[src/rtl/parking_timestamp.sv]
// Entry/exit timestamp stage for the parking time calculator: free-running time base,
// per-slot entry stamp table, occupancy tracking and registered exit pair output.
module parking_timestamp #(
    parameter int SLOTS    = 8,
    parameter int SLOT_W   = 3,
    parameter int TICK_DIV = 4
) (
    input  logic              clk,
    input  logic              rst_n,
    input  logic              car_in,
    input  logic [SLOT_W-1:0] in_slot,
    input  logic              car_out,
    input  logic [SLOT_W-1:0] out_slot,
    output logic [7:0]        time_in,
    output logic [7:0]        time_out,
    output logic              pair_valid,
    output logic [SLOTS-1:0]  occupied,
    output logic [SLOT_W:0]   car_count,
    output logic              full,
    output logic              err
);

    localparam int                PS_W     = (TICK_DIV > 1) ? $clog2(TICK_DIV) : 1;
    localparam logic [PS_W-1:0]   PS_LAST  = PS_W'(TICK_DIV - 1);
    localparam logic [PS_W-1:0]   PS_ONE   = PS_W'(1);
    localparam logic [SLOTS-1:0]  SLOT_ONE = SLOTS'(1);
    localparam logic [SLOT_W:0]   CNT_ONE  = (SLOT_W + 1)'(1);
    localparam logic [SLOT_W:0]   CNT_FULL = (SLOT_W + 1)'(SLOTS);

    logic [PS_W-1:0]  r_presc;
    logic [7:0]       r_time;
    logic [7:0]       r_stamp [SLOTS];
    logic [SLOTS-1:0] r_occ;
    logic [SLOT_W:0]  r_count;
    logic [7:0]       r_time_in;
    logic [7:0]       r_time_out;
    logic             r_pair_valid;
    logic             r_err;

    logic             w_presc_wrap;
    logic             w_same_slot;
    logic             w_in_ok;
    logic             w_out_ok;
    logic             w_err;
    logic [SLOTS-1:0] w_set_mask;
    logic [SLOTS-1:0] w_clr_mask;
    logic [SLOTS-1:0] w_occ_nxt;
    logic [SLOT_W:0]  w_count_nxt;

    assign w_presc_wrap = (r_presc == PS_LAST);

    // Prescaler and 8-bit wrapping time counter.
    always_ff @(posedge clk or negedge rst_n) begin
        if (!rst_n) begin
            r_presc <= '0;
            r_time  <= 8'd0;
        end else if (w_presc_wrap) begin
            r_presc <= '0;
            r_time  <= r_time + 8'd1;
        end else begin
            r_presc <= r_presc + PS_ONE;
        end
    end

    // Request qualification; a same-slot entry/exit pair is rejected as a whole.
    always_comb begin
        w_same_slot = 1'b0;
        w_in_ok     = 1'b0;
        w_out_ok    = 1'b0;
        if (car_in && car_out && (in_slot == out_slot)) begin
            w_same_slot = 1'b1;
        end else begin
            w_same_slot = 1'b0;
        end
        if (car_in && !r_occ[in_slot] && !w_same_slot) begin
            w_in_ok = 1'b1;
        end else begin
            w_in_ok = 1'b0;
        end
        if (car_out && r_occ[out_slot] && !w_same_slot) begin
            w_out_ok = 1'b1;
        end else begin
            w_out_ok = 1'b0;
        end
        w_err = (car_in && !w_in_ok) || (car_out && !w_out_ok);
    end

    // Next occupancy vector and car count.
    always_comb begin
        w_set_mask  = w_in_ok  ? (SLOT_ONE << in_slot)  : '0;
        w_clr_mask  = w_out_ok ? (SLOT_ONE << out_slot) : '0;
        w_occ_nxt   = (r_occ | w_set_mask) & ~w_clr_mask;
        w_count_nxt = r_count;
        case ({w_in_ok, w_out_ok})
            2'b10:   w_count_nxt = r_count + CNT_ONE;
            2'b01:   w_count_nxt = r_count - CNT_ONE;
            default: w_count_nxt = r_count;
        endcase
    end

    // Entry stamp table, written only on an accepted entry.
    always_ff @(posedge clk or negedge rst_n) begin
        if (!rst_n) begin
            for (int i = 0; i < SLOTS; i++) begin
                r_stamp[i] <= 8'd0;
            end
        end else if (w_in_ok) begin
            r_stamp[in_slot] <= r_time;
        end
    end

    // Occupancy, count and status pulses.
    always_ff @(posedge clk or negedge rst_n) begin
        if (!rst_n) begin
            r_occ        <= '0;
            r_count      <= '0;
            r_pair_valid <= 1'b0;
            r_err        <= 1'b0;
        end else begin
            r_occ        <= w_occ_nxt;
            r_count      <= w_count_nxt;
            r_pair_valid <= w_out_ok;
            r_err        <= w_err;
        end
    end

    // Exit pair; held between exits so the downstream subtractor sees stable operands.
    always_ff @(posedge clk or negedge rst_n) begin
        if (!rst_n) begin
            r_time_in  <= 8'd0;
            r_time_out <= 8'd0;
        end else if (w_out_ok) begin
            r_time_in  <= r_stamp[out_slot];
            r_time_out <= r_time;
        end
    end

    assign time_in    = r_time_in;
    assign time_out   = r_time_out;
    assign pair_valid = r_pair_valid;
    assign occupied   = r_occ;
    assign car_count  = r_count;
    assign err        = r_err;
    assign full       = (r_count == CNT_FULL);

endmodule
[config.mk]
export PLATFORM = sky130hd
export DESIGN_NAME = parking_timestamp
export DESIGN_NICKNAME = d
export VERILOG_FILES = /design/src/rtl/parking_timestamp.sv
export SDC_FILE = /design/constraint.sdc
export NUM_CORES = 1
export LEC_CHECK = 0
export ABC_AREA = 1
export CORE_MARGIN = 1.5
export CORE_UTILIZATION = 25
export CTS_CLUSTER_SIZE = 8
export DETAILED_ROUTE_END_ITERATION = 10
export RECOVER_POWER = 25
export SLEW_MARGIN = 10
export SYNTH_ARGS = -nofsm -noshare
export SYNTH_HDL_FRONTEND = slang
export SYNTH_SLANG_ARGS = --single-unit
[constraint.sdc]
create_clock -name clk -period 3 [get_ports clk]
set_input_delay 0.75 -clock clk [delete_from_list [all_inputs] [get_ports clk]]
set_output_delay 0.75 -clock clk [all_outputs]
set_load 0.02 [all_outputs]
==> results by stage, run 1 <==
Routing:
- In the routed layout, each cell is associated on average with a via count of approximately 4.5.
- In this run, the number of DRC markers left after iteration 0 of detailed routing was between 300 and 400.
- The number of vias after detailed routing is between 4000 and 5000.
- The final routed DRC violation total is 0.
- The number of iterations in the first detailed-routing pass is 5.
- Dividing the detail-routed wire length by the instance count gives 14.29 um.
- The detail route stage leaves a number of antenna-violating nets equal to 0.
- The final layout contains routed wiring with a total length of roughly 13 mm.

Synth:
- The number of flops mapped to enable cells by yosys is 0.
- The mapped netlist covers 5074 um^2.
- Synthesis produced just over 600 cells.
- The synthesized netlist net count is approximately 620.
- The count of yosys warnings during synthesis is 0.
- The primary flip-flop cell chosen by synthesis mapping is dfrtp_1.
- The per-instance average area after synthesis is around 8.3 um^2.
- The share of the yosys chip area belonging to registers is about half.
- After synthesis the netlist holds a flip-flop and latch count of approximately 100.
- The number of distinct library cells after synthesis is 31.
- Of all flip-flops after synthesis, the portion carrying an async set or reset was 100.0%.

Power and ir drop:
- For this design the ratio of total power to cell area is around 640 nW/um^2.
- Across the VDD grid, the largest voltage drop is between 0.2 and 0.25 mV.
- For this design the static power due to leakage is around 3.0 nW.

Outcome:
- The run finished, with violations left.
- The final reports fail on max-capacitance violations, max-slew violations.

Global route:
- The number of antenna violations at the first check in global routing is 0.
- The via count of the first global-routing pass is roughly 4200.
- The remaining global-route overflow is 0.
- The first-pass GRT wire length is 22.78 mm.
- The overall fraction of global-route tracks in use is between 10% and 20%.
- The pin count of the biggest net entering global routing is 55.

Critical path:
- The classification of the worst setup path is in2reg.
- The launching instance or port of the critical path is in_slot[2].
- The data arrival time of the critical path is about 3100 ps.
- The highest fanout seen on the critical path is 3.
- The worst setup slack for register-to-register paths is approximately 790 ps.
- The timing endpoint of the critical path is car_count[2]$_DFFE_PN0P_.
- In this run the critical register-to-register path is captured at car_count[2]$_DFFE_PN0P_.
- STA classifies the critical path endpoint as a register.
- The startpoint identified for the worst register-to-register timing path is occupied[6]$_DFF_PN0_.
- STA classifies the critical path startpoint as a primary input.
- The cell depth of the worst flop-to-flop path is 16.
- The required time of the critical path is about 3300 ps.

Floorplan:
- After floorplanning, the core was sized to cover 19650 um^2.
- The count of boundary I/O pins is 41.
- The effective utilization at floorplan is about a quarter.
- The area of the die is 21160 um^2.
- From left edge to right edge, the die measures 145.5 um.
- The row count is about 50.
- The die height is ~150 um.

Finish:
- The count of antenna diodes in the layout is 0.
- The most common library cell in the layout ignoring fill and taps is nand2_1.
- The final cell count without fillers is between 900 and 1000.
- The final layout contains between 600 and 700 nets.
- In the layout the commonest cells are 269 x nand2_1, 104 x dfrtp_1, 51 x nand4_1.
- The post-layout instance area is ~6300 um^2.
- The number of fillers in the final layout is 2146.
- The share of final-layout standard cells stronger than drive strength 1 is 13.70%.
- The layout-stage area growth over the synthesis result is 23.35%.

Clock network:
- TritonCTS created 9 clock buffers.
- The quantity of hold-fixing buffers added after cts is 0.
- The worst-skew pair later-pin latency is about 350 ps.
- TritonCTS built the clock tree.
- For this design, the sink count on the clock tree is around 100.
- The register clock-pin slew on the reported worst setup and hold paths is approximately 70 ps.
- CTS placed an instance of clkbuf_16 at the clock tree root.
- Once the clock tree was built, the setup fixing pass inserted 0 buffers.
- The post-CTS resize count is 0.
- The clock passes through at most 2 buffers.
- In this run the number of H-tree levels came out at 3.

STA:
- At the pin with the least slew margin, the transition time is roughly 2100 ps.
- Derived from the worst setup path, the maximum achievable clock frequency is around 350 MHz.
- The clock period minus worst slack is approximately 2800 ps.
- For the final routed database, the setup TNS stands at 0 ps.
- Setup repair after global routing left no endpoint under its margin.
- The smallest hold slack is roughly 430 ps.
- The final count of hold timing violations was 0.
- Clock skew on the completed layout was measured at 7.463 ps.
- The final critical path takes up a little over nine tenths of the cycle.
- Setup violations remaining at the end of the flow were counted as 0.
- Measured against its own limit, the worst slew margin works out to -42.95%.
- The number of slew-limit violations in the final report is 38.

Placed design:
- Input and output buffers added on the ports amount to 40.
- The weighted congestion at the end of routability-driven global placement is 0.8093.
- The HPWL reported at the end of detailed placement is 8.962 mm.
- The number of cells in the design after placement is approximately 930.
- The placed instance area is a little under 6000 um^2.

Min path:
- The tightest min-delay check is of the reg2reg type.

Run:
- The tool flagged a number of max-cap violations equal to 1.
[how the worst min path moves through the flow]
stage | slack (ps) | cells past startpoint | from | to
floorplan | 400 | 1 | r_presc[0]$_DFF_PN0_ | r_presc[0]$_DFF_PN0_
global placement | 410 | 1 | r_presc[0]$_DFF_PN0_ | r_presc[0]$_DFF_PN0_
detailed placement | 430 | 1 | r_presc[0]$_DFF_PN0_ | r_presc[0]$_DFF_PN0_
CTS | 380 | 1 | rst_n | time_out[4]$_DFFE_PN0P_
global route | 480 | 1 | r_presc[0]$_DFF_PN0_ | r_presc[0]$_DFF_PN0_
finish | 430 | 1 | r_presc[0]$_DFF_PN0_ | r_presc[0]$_DFF_PN0_
[critical path, cell delays in order]
cell and delay [ps]:
clkdlybuf4s50_1 570, inv_2 60, nand2_1 60, nand2_1 60, nor2_2 130, nand2_2 110, nand2_4 90, nor2_8 40
nand2_1 80, ha_1 170, buf_4 120, nor2_1 40, nor2_1 150, ha_1 170, a21oi_1 50, or2_2 300
a21oi_1 140
[per-layer routing]
| layer | up-vias | GRT usage (%) | share of wire, % |
|---|---|---|---|
| met2 | 94 | 21.48 | 47 |
| met4 | 0 | 4.898 | 1.2 |
| met3 | 10 | 2.476 | 5.4 |
| met5 | - | 0 | 0 |
| met1 | 1990 | 18.45 | 47 |
| li1 | 2110 | - | - |
[power breakdown]
part           total [W]  internal, W  switching (W)
clock network    0.00120     0.000673       0.000532
logic            0.00101     0.000428       0.000584
registers        0.00177      0.00162       0.000158
[final cells by class]
type	count	area, um^2	share of cell area (%)
Clock buffer	10	239.0	3.818
Multi-Input combinational cell	447	2183	34.89
Sequential cell	104	2603	41.58
Timing Repair Buffer	80	711.9	11.38
Inverter	33	126.4	2.019
Tap cell	265	331.6	5.298
Clock inverter	5	63.81	1.020
[state kept, by name, indices dropped and copies added, names as in the netlist]
signal	count
time_out	8
occupied	8
pair_valid	1
car_count	4
err	1
r_stamp	64
r_time	8
time_in	8
r_presc	2
[cells by family after synthesis]
family	synth area share, %
AO/OA/AOI/OAI	6.264
XOR/XNOR	1.726
adder cells (fa/ha/maj)	1.233
buffers and inverters	5.771
flip-flops	51.29
AND/OR/NAND/NOR	33.71
[Yosys cell counts, types with 2 or more instances]
master / instances / share of area (%)
nand3_1: 4 / 0.39
dfrtp_1: 104 / 51
o21ai_1: 36 / 3.6
a21oi_2: 2 / 0.35
nand4_2: 4 / 0.99
nor2_8: 2 / 0.79
xnor2_1: 2 / 0.35
nor2_4: 4 / 0.89
nor2_1: 23 / 1.7
o21ai_0: 4 / 0.39
xor2_1: 8 / 1.4
ha_1: 5 / 1.2
nand2_4: 5 / 1.1
a21oi_1: 9 / 0.89
inv_2: 7 / 0.52
nand4_1: 51 / 6.3
o21ai_2: 5 / 0.86
buf_4: 7 / 1.0
clkbuf_1: 10 / 0.74
nand2_1: 269 / 20
inv_1: 25 / 1.8
buf_6: 6 / 1.3
nor3_1: 7 / 0.69
nand2_2: 3 / 0.37
[metrics by stage]
step | setup slack [ps] | utilization (%) | total power (W)
6_report | 176.6 | 31.84 | 0.003990
5_1_grt | 7.252 | 31.84 | 0.004231
4_1_cts | 131.9 | 31.81 | 0.004035
3_5_place_dp | -232.5 | 30.27 | 0.002814
3_3_place_gp | -166.7 | 30.27 | 0.002793
2_1_floorplan | 181.9 | - | 0.002360
(Power assumes the default switching activity.)
==> run 2, diff against run 1 <==
CAP_MARGIN = 0   (was unset)
==> results of run 2 <==
No change in the layout: final DEF, timing and power equal those of run 1.
